[src/rtl/param_sequence_detector.sv]
// Serial pattern detector with overlapping/non-overlapping modes and a match counter.
// Build option: define SEQ_DET_SATURATE_EN to make the match counter saturate instead of wrap.
module param_sequence_detector #(
    parameter int unsigned          PAT_LEN = 3,
    parameter logic [PAT_LEN-1:0]   PATTERN = 3'b010,
    parameter int unsigned          CNT_W   = 10
) (
    input  logic             clk,
    input  logic             rst,
    input  logic             x,
    input  logic             en,
    input  logic             overlap,
    input  logic             clr_count,
    output logic             y,
    output logic [CNT_W-1:0] count
);

    localparam int unsigned        FILL_W    = (PAT_LEN > 2) ? $clog2(PAT_LEN) : 1;
    localparam logic [FILL_W-1:0]  FILL_LAST = FILL_W'(PAT_LEN - 1);
    localparam logic [FILL_W-1:0]  FILL_ONE  = FILL_W'(1);
    localparam logic [CNT_W-1:0]   CNT_ONE   = CNT_W'(1);
    localparam logic [CNT_W-1:0]   CNT_MAX   = {CNT_W{1'b1}};

    logic [PAT_LEN-2:0] hist_q,  hist_d;
    logic [FILL_W-1:0]  fill_q,  fill_d;
    logic [CNT_W-1:0]   count_q, count_d;
    logic               y_q,     y_d;
    logic [PAT_LEN-1:0] window_s;
    logic               match_s;

    // State register: asynchronous reset discards all history and the count.
    always_ff @(posedge clk or posedge rst) begin
        if (rst) begin
            hist_q  <= '0;
            fill_q  <= '0;
            count_q <= '0;
            y_q     <= 1'b0;
        end else begin
            hist_q  <= hist_d;
            fill_q  <= fill_d;
            count_q <= count_d;
            y_q     <= y_d;
        end
    end

    // Match detection: only a fully filled window may match.
    always_comb begin
        window_s = {hist_q, x};
        match_s  = 1'b0;
        if (en && (fill_q == FILL_LAST) && (window_s == PATTERN)) begin
            match_s = 1'b1;
        end else begin
            match_s = 1'b0;
        end
    end

    // History and fill tracking; a non-overlapping match restarts the fill.
    always_comb begin
        hist_d = hist_q;
        fill_d = fill_q;
        if (en) begin
            hist_d = window_s[PAT_LEN-2:0];
            if (match_s) begin
                if (overlap) begin
                    fill_d = fill_q;
                end else begin
                    fill_d = '0;
                end
            end else if (fill_q == FILL_LAST) begin
                fill_d = fill_q;
            end else begin
                fill_d = fill_q + FILL_ONE;
            end
        end else begin
            hist_d = hist_q;
            fill_d = fill_q;
        end
    end

    // Match pulse and counter; clear wins over a simultaneous match.
    always_comb begin
        y_d     = match_s;
        count_d = count_q;
        if (clr_count) begin
            count_d = '0;
        end else if (match_s) begin
`ifdef SEQ_DET_SATURATE_EN
            if (count_q == CNT_MAX) begin
                count_d = count_q;
            end else begin
                count_d = count_q + CNT_ONE;
            end
`else
            count_d = count_q + CNT_ONE;
`endif
        end else begin
            count_d = count_q;
        end
    end

    assign y     = y_q;
    assign count = count_q;

endmodule

[config.mk]
export PLATFORM = sky130hd
export DESIGN_NAME = param_sequence_detector
export DESIGN_NICKNAME = d
export VERILOG_FILES = /design/src/rtl/param_sequence_detector.sv
export SDC_FILE = /design/constraint.sdc
export NUM_CORES = 1
export LEC_CHECK = 0
export ABC_AREA = 1
export ABC_CLOCK_PERIOD_IN_PS = 1600
export BUFFER_PORTS_ARGS = -buffer_cell sky130_fd_sc_hd__buf_2
export CAP_MARGIN = 20
export CORE_ASPECT_RATIO = 1.4
export CORE_UTILIZATION = 43
export CTS_CLUSTER_SIZE = 14
export DETAILED_ROUTE_END_ITERATION = 16
export HOLD_SLACK_MARGIN = 0.06
export SLEW_MARGIN = 20
export SYNTH_ARGS = -nofsm -noshare
export SYNTH_HDL_FRONTEND = slang
export SYNTH_SLANG_ARGS = --single-unit
[constraint.sdc]
create_clock -name clk -period 1.6 [get_ports clk]
set_clock_uncertainty 0.05 [all_clocks]
set_input_delay 0.16 -clock clk [delete_from_list [all_inputs] [get_ports clk]]
set_output_delay 0.16 -clock clk [all_outputs]
set_load 0.03 [all_outputs]
# After elaboration in Yosys (flattened, before gate mapping)
# Index checks and enable logic that the tools add are counted.
[word_totals]
regBits = 15
elab_cells = 20
input_bits = 6
out_inout_bits = 11
[classes]
n_mux = 6
n_eq_ne = 4
n_reduce_logical = 4
n_addsub = 2
[op_table]
columns = ["op", "n"]
rows = [
  ["$mux W10", 2],
  ["$add A10 B1 Y10 const B", 1],
  ["$mux W2", 3],
  ["$ne A2 B2 Y1 const B", 2],
  ["$eq A3 B2 Y1 const B", 1],
  ["$reduce_and A3 Y1", 1],
  ["$add A2 B1 Y2 const B", 1],
  ["$eq A2 B2 Y1 const B", 1],
  ["$logic_and A1 B1 Y1", 2],
  ["$reduce_bool A2 Y1", 1],
  ["$mux W1", 1],
]

# Depth between registers and ports, before layout
[depth]
ltp_word = 6
mapped_depth = 8
depth_no_buf = 8

# Least setup slack after synthesis
# Ideal clock, no wire load.
[synth_path]
kind = "register to register"
from = "register count_q[0] (netlist: count[0])"
to = "register count_q[8] (netlist: count[8])"
path_slack_ps = 191
path_stages_with_launch = 7
arrival_time_ps = 1240
required_ps = 1431
n_path_buf = 0
setup_time_ps = 119
period_less_slack_ps = 1409
path_cell_list = "dfrtp_1 > ha_1 > nand2_1 > nor2_2 > nand3_1 > nand4_1 > nand2_1"
[synth_between]
elab_chain_len = 3
[synth_lines]
columns = ["item", "line", "rtl"]
rows = [
  ["from (decl)", "26", "logic [CNT_W-1:0] count_q, count_d;"],
  ["from (signal assigned)", "41", "count_q <= count_d;"],
  ["$add A10 B1 Y10", "94", "count_d = count_q + CNT_ONE;"],
  ["$mux W10", "86", "end else if (match_s) begin"],
  ["$mux W10", "84", "if (clr_count) begin"],
]
# Every way passes these cells. The select of a mux whose other input is x is not followed.
# A chain may end at the register's enable or synchronous reset.

# Final worst setup path
[layout_path]
from = "register fill_q[0]"
to = "register count_q[2] (netlist: count[2])"
[layout_between]
elab_chain_len = 5
[layout_lines]
columns = ["item", "line", "rtl"]
rows = [
  ["from (decl)", "25", "logic [FILL_W-1:0] fill_q, fill_d;"],
  ["from (signal assigned)", "40", "fill_q <= fill_d;"],
  ["$eq A2 B2 Y1", "50", "if (en && (fill_q == FILL_LAST) && (window_s == PATTERN)) begin"],
  ["$logic_and A1 B1 Y1 (2 in a row)", "50", ""],
  ["$mux W1", "50", ""],
  ["$reduce_bool A2 Y1 (no line)", "--", ""],
]
# Every way passes these cells.

==> flow_summary.json <==
{
  "status": "finished clean",
  "drv_cap": 0,
  "start_util_pct": 46.91,
  "min_period_ns": 1.421,
  "synth-edff-count": 0,
  "fin_crit_sh_pct": 88.83,
  "die_y_um": 54.79,
  "grt_pass1_vias": 671,
  "endpoint_kind": "flop",
  "vias": 754,
  "io_buffers": 16,
  "drt_iter0_drc": 16,
  "finalHoldViolations": 0,
  "tightest_slew_ns": 0.5831,
  "die_w_um": 39.71,
  "ctsResizeCount": 0,
  "avgSynthCellArea_um2": 7.780,
  "netlist_top_cells_count": "nand2_1 (32), dfrtp_1 (15), inv_1 (14)",
  "path_clk_slew_ns": 0.09,
  "cts_root_buffer": "clkbuf_4",
  "synth_top_area_share_pct": 43.86,
  "grt_pass1_wl_mm": 2.704,
  "startpoint_type": "flop",
  "p_per_area_nw_per_um2": 826.2,
  "routabilityCongestion": 0.7543,
  "synth_area_leaders": "dfrtp_1 (44%), nand2_1 (14%), nand3_1 (7.0%), inv_1 (6.1%), nor2_1 (5.7%)",
  "ys_ff_latch": 15,
  "core-area_um2": 1824,
  "cp_max_fo": 7,
  "antenna_cells": 0,
  "fillers": 175,
  "relSlewSlack_pct": 61.08,
  "drt-total-wl_mm": 1.649,
  "clock-sinks": 15,
  "grt_overflow": 0,
  "die_area_um2": 2175,
  "arrival_ns": 1.54,
  "grt_max_degree": 16,
  "p_leak_nw": 0.5637,
  "final_nets": 143,
  "fmax_ghz": 0.7036,
  "place_inst": 144,
  "drc": 0,
  "boundaryPins": 17,
  "finalPower_mw": 0.8342,
  "routedWlPerCell_um": 10.71,
  "synth_cell_types": 21,
  "areaGrowthSynthToFinish_pct": 17.98,
  "whs_ns": 0.1085,
  "critPathRequiredTime_ns": 1.72,
  "whs_path_depth": 2,
  "rsz0062_at_grt": "false",
  "setup_viol": 0,
  "fin_cells": 154,
  "ir_drop_mv": 0.5405,
  "criticalPathCategory": "reg2reg",
  "antenna_found_initial": 0,
  "cts_tree": "done",
  "yosysTopAreaCell": "dfrtp_1",
  "clk_latency_ns": 0.29,
  "dpl.hpwl_mm": 1.173,
  "yosysMostFrequentCell": "nand2_1",
  "fin_tns_setup_ns": 0,
  "min_path_type": "in2reg",
  "ys_warn_count": 0,
  "cts_buffers": 3,
  "htree_num_levels": 1,
  "viasPerCell": 4.896,
  "synth_area_um2": 855.8,
  "detail-route-antenna-nets": 0,
  "synth-async-reset-ratio_pct": 100.0,
  "track_usage_pct": 18.42,
  "slew_viol_final": 0,
  "synth_cells": 110,
  "synth.yosys.seq_area_share_pct": 43.86,
  "clock_path_buffers": 2,
  "std_cell_rows": 18,
  "dr.pass1.iters": 4,
  "synth_ff_type": "dfrtp_1",
  "drive_above_1_share_pct": 24.63,
  "synth_fp_nets": 118,
  "reg2regPathDepth": 7
}
registers in the layout, indices dropped and copies added, names as in the netlist:
signal  count
count      10
fill_q      2
hist_q      2
y           1
cell type report:
type                            count  area, um2  share of cell area [%]
Multi-Input combinational cell     78      397.9                   39.41
Sequential cell                    15      375.4                   37.17
Clock buffer                        3      22.52                   2.230
Timing Repair Buffer               22      127.6                   12.64
Tap cell                           20      25.02                   2.478
Inverter                           15      56.30                   5.576
Clock inverter                      1      5.005                  0.4957
routing by layer:
layer | part of all wire (%) | GRT usage, % | wire length, um
met4 | 1.6 | 10.34 | 27
met5 | 0 | 0 | 0
met1 | 48 | 21.96 | 785
met3 | 2.6 | 2.439 | 43
met2 | 48 | 30.87 | 794
per-stage QoR:
stage / cell area, um2 / worst slack [ns] / util [%]
finish: 1010 / 0.1788 / 55.35
CTS: 972.2 / 0.1273 / 53.29
global route: 1010 / 0.05815 / 55.35
global placement: 934.6 / 0.2149 / 51.23
floorplan: 855.8 / 0.1906 / -
detailed placement: 934.6 / 0.1398 / 51.23
critical path, stage by stage (launching register included):
cell and delay [ns]:
dfrtp_1 0.33, inv_1 0.06, ha_1 0.24, nand2_4 0.11, nor2_8 0.05, buf_4 0.13
nor2_2 0.22, o21ai_0 0.12
worst paths after layout:
check | from | end | slack, ns
max in group asynchronous | rst | count[5]$_DFFE_PP0P_ | 0.71
min in group asynchronous | rst | hist_q[1]$_DFFE_PP0P_ | 0.42
worst min register to register | fill_q[1]$_DFFE_PP0P_ | fill_q[1]$_DFFE_PP0P_ | 0.48
worst min-delay path | en | hist_q[0]$_DFFE_PP0P_ | 0.11
worst max register to register | fill_q[0]$_DFFE_PP0P_ | count[2]$_DFFE_PP0P_ | 0.18
worst max-delay path | fill_q[0]$_DFFE_PP0P_ | count[2]$_DFFE_PP0P_ | 0.18
placed cells by master (no fill, tap or decap):
cell type,synthesis,layout
a21oi_1,2,2
a21oi_2,1,1
buf_2,0,16
buf_4,0,5
clkbuf_4,0,3
clkinv_1,1,1
clkinv_2,0,1
dfrtp_1,15,15
dlygate4sd3_1,0,1
ha_1,2,2
inv_1,14,14
nand2_1,32,32
nand2_2,1,1
nand2_4,1,1
nand3_1,12,12
nand3_4,1,1
nand4_1,3,3
nor2_1,13,13
nor2_2,2,2
nor2_8,1,1
o21ai_0,4,4
o21ai_1,1,1
o21bai_1,1,1
or2_2,1,1
power by group:
part / switching (mW) / internal [mW]
clock network: 0.129 / 0.0931
logic: 0.114 / 0.0711
registers: 0.0157 / 0.412
total: 0.258 / 0.576
kinds of logic after synthesis:
family	Yosys count	share of synthesized area, %
AND/OR/NAND/NOR	67	37.58
adder cells (fa/ha/maj)	2	2.924
AO/OA/AOI/OAI	9	5.994
flip-flops	15	43.86
buffers and inverters	17	9.648
repair_timing:
action / CTS / global route
setup endpoints to repair: 0 / 1
endpoints found under the hold margin: 15 / 0
hold buffers: 1 / 0
setup buffers: 0 / 5
No activity file was read; power rests on OpenSTA's default activity.
